[config.mk]
export PLATFORM = sky130hd
export DESIGN_NAME = jacobi_scheduler
export DESIGN_NICKNAME = d
export VERILOG_FILES = /design/src/rtl/jacobi_scheduler.sv
export SDC_FILE = /design/constraint.sdc
export NUM_CORES = 1
export LEC_CHECK = 0
export ABC_AREA = 1
export CORE_UTILIZATION = 30
export CTS_BUF_LIST = sky130_fd_sc_hd__clkbuf_2
export DETAILED_ROUTE_END_ITERATION = 12
export GPL_TIMING_DRIVEN = 0
export PLACE_DENSITY = 0.62
export SLEW_MARGIN = 10
export SYNTH_ARGS = -nofsm -noshare
export SYNTH_HDL_FRONTEND = slang
export SYNTH_SLANG_ARGS = --single-unit
[constraint.sdc]
create_clock -name clk -period 1.5 [get_ports clk]
set_input_delay 0.225 -clock clk [delete_from_list [all_inputs] [get_ports clk]]
set_output_delay 0.225 -clock clk [all_outputs]
set_load 0.03 [all_outputs]
[src/rtl/jacobi_scheduler.sv]
// jacobi_scheduler: sample-rate sequencer for the iterative Jacobi solver.
// Snapshots A/b once per sample tick, runs up to MAX_ITER solver sweeps,
// publishes x, and flags overruns and hung solvers.
// Optional early exit on convergence: define JACOBI_CONVERGE_EN.
//
// state    | meaning
// ---------+---------------------------------------------------------
// IDLE     | waiting for a sample tick
// LOAD     | solver latches the A,b snapshot; sweep counter cleared
// START    | one-cycle sweep_start strobe; watchdog cleared
// WAIT     | waiting for sweep_done, watchdog running
// PUBLISH  | x_out/iter_count hold the new sample; x_valid strobe
module jacobi_scheduler #(
    parameter int SIZE        = 3,
    parameter int PRECISION   = 16,
    parameter int POINT       = 8,
    parameter int CLOCK_SPEED = 10000000,
    parameter int SAMPLE_RATE = 48000,
    parameter int MAX_ITER    = 8,
    parameter int TIMEOUT     = 64,
    parameter int EPS         = 1
) (
    input  logic                               clk,
    input  logic                               I_RSTn,
    output logic                               load,
    output logic                               sweep_start,
    input  logic                               sweep_done,
    input  logic [SIZE-1:0][PRECISION+POINT:0] x_in,
    output logic [SIZE-1:0][PRECISION+POINT:0] x_out,
    output logic                               x_valid,
    output logic                               busy,
    output logic [3:0]                         iter_count,
    output logic [7:0]                         overrun_cnt,
    output logic                               timeout_err
);
    localparam int DIV = CLOCK_SPEED / SAMPLE_RATE;
    localparam int CW  = $clog2(DIV);
    localparam int WDW = $clog2(TIMEOUT + 1);

    if (DIV < 8 || MAX_ITER < 1 || MAX_ITER > 15 || TIMEOUT < 1 || EPS < 0) begin : g_param_check
        $error("jacobi_scheduler: parameter out of range");
    end

    typedef enum logic [2:0] {
        S_IDLE,
        S_LOAD,
        S_START,
        S_WAIT,
        S_PUBLISH
    } state_t;

    state_t           state;
    state_t           state_nxt;
    logic [CW-1:0]    tick_cnt;
    logic             tick;
    logic [WDW-1:0]   wdog;
    logic             wdog_tc;
    logic [3:0]       iter;
    logic [3:0]       iter_nxt;
    logic             converged;
    logic             last_sweep;
    logic             overrun;

    assign tick       = (tick_cnt == CW'(DIV - 1));
    assign wdog_tc    = (wdog == WDW'(TIMEOUT - 1));
    assign iter_nxt   = iter + 4'd1;
    assign last_sweep = (iter_nxt == 4'(MAX_ITER)) || converged;

    // Free-running sample tick divider, wraps after DIV cycles.
    always_ff @(posedge clk) begin
        if (!I_RSTn) begin
            tick_cnt <= '0;
        end else if (tick) begin
            tick_cnt <= '0;
        end else begin
            tick_cnt <= tick_cnt + 1'b1;
        end
    end

    // FSM state register.
    always_ff @(posedge clk) begin
        if (!I_RSTn) begin
            state <= S_IDLE;
        end else begin
            state <= state_nxt;
        end
    end

    // Next-state decode and per-state strobes.
    always_comb begin
        state_nxt   = state;
        load        = 1'b0;
        sweep_start = 1'b0;
        x_valid     = 1'b0;
        overrun     = 1'b0;
        busy        = (state != S_IDLE);
        case (state)
            S_IDLE: begin
                if (tick) state_nxt = S_LOAD;
            end
            S_LOAD: begin
                load      = 1'b1;
                overrun   = tick;
                state_nxt = S_START;
            end
            S_START: begin
                sweep_start = 1'b1;
                overrun     = tick;
                state_nxt   = S_WAIT;
            end
            S_WAIT: begin
                overrun = tick;
                // A sweep_done on the watchdog's last cycle still counts.
                if (sweep_done) begin
                    state_nxt = last_sweep ? S_PUBLISH : S_START;
                end else if (wdog_tc) begin
                    state_nxt = S_IDLE;
                end
            end
            S_PUBLISH: begin
                x_valid   = 1'b1;
                // A tick landing here is not lost: go straight to the next sample.
                state_nxt = tick ? S_LOAD : S_IDLE;
            end
            default: state_nxt = S_IDLE;
        endcase
    end

    // Sweep counter, watchdog, published result and status flags.
    // x_out/iter_count are captured on the final sweep_done so they are
    // already valid in the cycle x_valid is high.
    always_ff @(posedge clk) begin
        if (!I_RSTn) begin
            iter        <= '0;
            wdog        <= '0;
            x_out       <= '0;
            iter_count  <= '0;
            overrun_cnt <= '0;
            timeout_err <= 1'b0;
        end else begin
            if (state == S_LOAD) iter <= '0;
            if (state == S_START) begin
                wdog <= '0;
            end else if (state == S_WAIT) begin
                wdog <= wdog + 1'b1;
            end
            if (state == S_WAIT && sweep_done) begin
                iter <= iter_nxt;
                if (last_sweep) begin
                    x_out      <= x_in;
                    iter_count <= iter_nxt;
                end
            end
            if (state == S_WAIT && !sweep_done && wdog_tc) timeout_err <= 1'b1;
            if (overrun && overrun_cnt != 8'hFF) overrun_cnt <= overrun_cnt + 8'd1;
        end
    end

`ifdef JACOBI_CONVERGE_EN
    localparam int W = PRECISION + POINT + 1;
    localparam logic signed [W:0] EPS_W = (W + 1)'(EPS);

    logic [SIZE-1:0][W-1:0] x_prev;

    // Differences are taken one bit wider than the word so they never wrap.
    function automatic logic within_eps(input logic [W-1:0] a, input logic [W-1:0] b);
        logic signed [W:0] d;
        d = $signed({a[W-1], a}) - $signed({b[W-1], b});
        return (d <= EPS_W) && (d >= -EPS_W);
    endfunction

    // Previous sweep result for the convergence test.
    always_ff @(posedge clk) begin
        if (!I_RSTn) begin
            x_prev <= '0;
        end else if (state == S_WAIT && sweep_done) begin
            x_prev <= x_in;
        end
    end

    // Converged once every unknown moved by at most EPS, from the second sweep on.
    always_comb begin
        converged = (iter_nxt >= 4'd2);
        for (int i = 0; i < SIZE; i++) begin
            if (!within_eps(x_in[i], x_prev[i])) converged = 1'b0;
        end
    end
`else
    assign converged = 1'b0;
`endif

endmodule

==> impl_metrics.xml <==
<?xml version="1.0" encoding="UTF-8"?>
<metrics>
  <group name="place">
    <metric name="finalWeightedCongestion" unit="">0.794</metric>
    <metric name="post-dp-hpwl" unit="um">10600</metric>
    <metric name="placed_cells_incl_taps" unit="">939</metric>
    <metric name="io_buffers" unit="">168</metric>
    <metric name="pre_cts_ws" unit="ps">-311</metric>
  </group>
  <group name="global_route">
    <metric name="global_route.overflow_total" unit="">0</metric>
    <metric name="grt_pass1_wl" unit="um">25300</metric>
    <metric name="first_global_vias" unit="">5025</metric>
    <metric name="grt_start_max_net_pins" unit="">19</metric>
    <metric name="globalRouteTotalUtil" unit="%">20.2</metric>
    <metric name="antenna_violations_before_repair" unit="">0</metric>
  </group>
  <group name="final_layout">
    <metric name="p_r_area_growth_vs_syn" unit="%">94.5</metric>
    <metric name="antenna-diode-count" unit="">0</metric>
    <metric name="final_cell_count_without_fillers" unit="">1060</metric>
    <metric name="filler_cell_count" unit="">1218</metric>
    <metric name="final_net_count" unit="">953</metric>
    <metric name="final_layout_size_suffix_gt1_share" unit="%">59.7</metric>
  </group>
  <group name="critical_path">
    <metric name="required_time_worst_endpoint" unit="ps">2070</metric>
    <metric name="critical_path_class" unit="">reg2reg</metric>
    <metric name="arrival" unit="ps">2340</metric>
    <metric name="timing.critical_path.fanout_max" unit="">5</metric>
    <metric name="cp-start-kind" unit="">flop</metric>
    <metric name="critPathCaptureType" unit="">flop</metric>
  </group>
  <group name="clocking">
    <metric name="cts.sink_count" unit="">110</metric>
    <metric name="clk_pin_slew" unit="ps">320</metric>
    <metric name="cts_max_path_buffers" unit="">2</metric>
    <metric name="cts-htree-levels" unit="">3</metric>
    <metric name="clk_latency" unit="ps">630</metric>
    <metric name="cts_buffer_count" unit="">9</metric>
    <metric name="clk_root_buffer_cell" unit="">clkbuf_2</metric>
    <metric name="tritoncts" unit="">yes</metric>
  </group>
  <group name="die">
    <metric name="start_util" unit="%">31.1</metric>
    <metric name="die_h" unit="um">125</metric>
    <metric name="floorplan.die_area" unit="sq mm">0.0157</metric>
    <metric name="pin_count" unit="">170</metric>
    <metric name="core_area" unit="sq mm">0.0147</metric>
    <metric name="fp-row-count" unit="">44</metric>
    <metric name="die_w" unit="um">125</metric>
  </group>
  <group name="status">
    <metric name="status" unit="">complete, but fails checks</metric>
    <metric name="failed_checks" unit="">DRC, setup timing</metric>
  </group>
  <group name="route">
    <metric name="drt_drc_violations_left" unit="">5</metric>
    <metric name="drtPass1Iterations" unit="">8</metric>
    <metric name="drt_iter0_markers" unit="">249</metric>
    <metric name="average_wire_per_cell_in_the_routed_design" unit="um">16.8</metric>
    <metric name="route.detailed.vias_per_inst" unit="">5.00</metric>
    <metric name="route.antenna.remaining_nets" unit="">0</metric>
    <metric name="finalWirelength" unit="um">17800</metric>
    <metric name="dr_total_vias" unit="">5298</metric>
  </group>
  <group name="timing">
    <metric name="timing.final.max_slew_violations" unit="">0</metric>
    <metric name="hold_slack" unit="ps">123</metric>
    <metric name="finalWorstSetupSlack" unit="ps">-264</metric>
    <metric name="fmax" unit="MHz">567</metric>
    <metric name="tightestPinTransition" unit="ps">819</metric>
    <metric name="grt_setup_unrepaired" unit="">yes</metric>
    <metric name="report.final.setup_viol" unit="">88</metric>
    <metric name="timing.max_slew.rel_slack" unit="%">45.4</metric>
    <metric name="timing.clock.skew" unit="ps">29.9</metric>
    <metric name="final_total_negative_setup_slack" unit="ps">-15200</metric>
    <metric name="period_share" unit="%">118</metric>
    <metric name="final_period_demand_of_the_worst_path" unit="ps">1760</metric>
    <metric name="hold_violations" unit="">0</metric>
  </group>
  <group name="synth">
    <metric name="synth_sequential_area_ratio" unit="%">48.2</metric>
    <metric name="synth.cell_area" unit="sq mm">0.00457</metric>
    <metric name="yosys_warnings" unit="">0</metric>
    <metric name="postSynthAreaPerCell" unit="sq um">7.78</metric>
    <metric name="syn-num-nets" unit="">669</metric>
    <metric name="post_synth_inst_count" unit="">587</metric>
    <metric name="synth_cell_types" unit="">29</metric>
    <metric name="synth.ff_latch_count" unit="">110</metric>
  </group>
  <group name="pwr">
    <metric name="power-per-cell-area" unit="mW/mm^2">506</metric>
    <metric name="leakagePower" unit="uW">0.00338</metric>
    <metric name="p_total" unit="uW">4500</metric>
    <metric name="ir_worst_vdd" unit="uV">614</metric>
  </group>
  <group name="hold_path">
    <metric name="tightest_hold_check_type" unit="">in2reg</metric>
  </group>
  <group name="run">
    <metric name="max-cap-violations" unit="">0</metric>
  </group>
</metrics>
## area by class of cell
class / instances / area [sq um] / share of cell area, %
plain buffers: 41 / 380 / 4.28
clock buffers: 9 / 45.0 / 0.507
clock inverters: 7 / 50.0 / 0.563
inverters: 37 / 150 / 1.69
multi-input cells: 398 / 2790 / 31.4
flip-flops and latches: 110 / 2360 / 26.5
well taps: 184 / 230 / 2.59
repair buffers: 274 / 2880 / 32.4
## registers in the layout, summed over array words and instances (netlist names)
name,count
iter,4
iter_count,4
overrun_cnt,8
state,3
tick_cnt,8
timeout_err,1
wdog,7
x_out,75
## cell usage after synthesis, drive strengths merged
| master | instances | share of area, % |
|---|---|---|
| o21ai | 10 | 1.1 |
| nand2 | 137 | 11 |
| buf | 27 | 4.5 |
| a31oi | 1 | 0.14 |
| or2 | 1 | 0.14 |
| clkinv | 1 | 0.082 |
| nand3b | 1 | 0.16 |
| xor2 | 4 | 0.77 |
| a21oi | 95 | 10 |
| dfxtp | 110 | 48 |
| nand4 | 80 | 11 |
| nor3 | 1 | 0.11 |
| and2 | 1 | 0.14 |
| xnor2 | 3 | 0.58 |
| nor2 | 40 | 3.6 |
| inv | 36 | 3.0 |
| ha | 4 | 1.1 |
| clkbuf | 16 | 1.3 |
| nand3 | 19 | 2.5 |
## through the flow
| stage | utilization [%] | area [sq um] |
|---|---|---|
| after detailed placement | 44.1 | 6480 |
| after floorplan | - | 4570 |
| after global routing | 60.4 | 8880 |
| final | 60.4 | 8880 |
| after CTS | 48.4 | 7120 |
| after global placement | 44.1 | 6480 |
## layer usage
| layer | track usage (%) | wire [um] | vias up |
|---|---|---|---|
| met3 | 7.19 | 1270 | 24 |
| met2 | 36.0 | 9140 | 153 |
| li1 | - | - | 2580 |
| met1 | 22.8 | 7100 | 2541 |
| met4 | 5.45 | 287 | 0 |
| met5 | 0 | 0 | - |
## cells by family (layout without fill, tap and decap cells)
logic type / after synthesis / after routing / share of synthesized area [%]
simple gates: 280 / 281 / 28.8
flops: 110 / 110 / 48.2
fa+ha+maj: 4 / 4 / 1.10
xor+xnor: 7 / 7 / 1.34
compound gates: 106 / 106 / 11.6
buf+inv: 80 / 368 / 8.85
## layout by cell type, fill, tap and decap left out, types with 26 or more instances in the layout
cell / netlist / routed
buf_6: 1 / 93
nand4_1: 80 / 80
a21oi_2: 0 / 64
nor2_1: 37 / 30
a21oi_1: 95 / 30
inv_1: 33 / 26
nand2_4: 0 / 47
buf_4: 2 / 90
dfxtp_2: 0 / 83
clkdlybuf4s50_1: 0 / 76
nand2_2: 1 / 31
nand2_1: 136 / 59
## worst paths after layout
check	startpoint	end	slack, ps	depth (start not counted)
setup / recovery	state[0]	x_out[55]	-260	10
hold / removal	x_in[52]	x_out[52]	120	3
setup reg to reg	state[0]	x_out[55]	-260	10
hold reg to reg	tick_cnt[0]	tick_cnt[0]	440	1
## worst max-delay path, cell delays in order, from the launching register on
cell	delay (ps)
dfxtp_4	450
buf_6	120
buf_6	90
nand3_4	70
nor2_4	160
buf_12	150
buf_12	100
clkbuf_16	140
buf_8	110
nand4_1	140
a21oi_2	190
## report_power, final
group | switching [uW] | leakage (uW) | total, uW | internal, uW
logic | 120 | 0.00239 | 312 | 192
registers | 5.86 | 0.000940 | 2920 | 2910
clock network | 1050 | 0.0000559 | 1270 | 222
total | 1170 | 0.00338 | 4500 | 3330
## repair_timing
| item | in CTS | in global routing |
|---|---|---|
| endpoints found under the setup margin | 181 | 193 |
| cloned | 12 | 6 |
| setup buffers | 32 | 63 |
| gates resized for setup | 664 | 450 |
| hold buffers | 1 | 0 |
| endpoints found under the hold margin | 9 | 0 |
| pin swaps | 25 | 51 |
(Power assumes the default switching activity.)
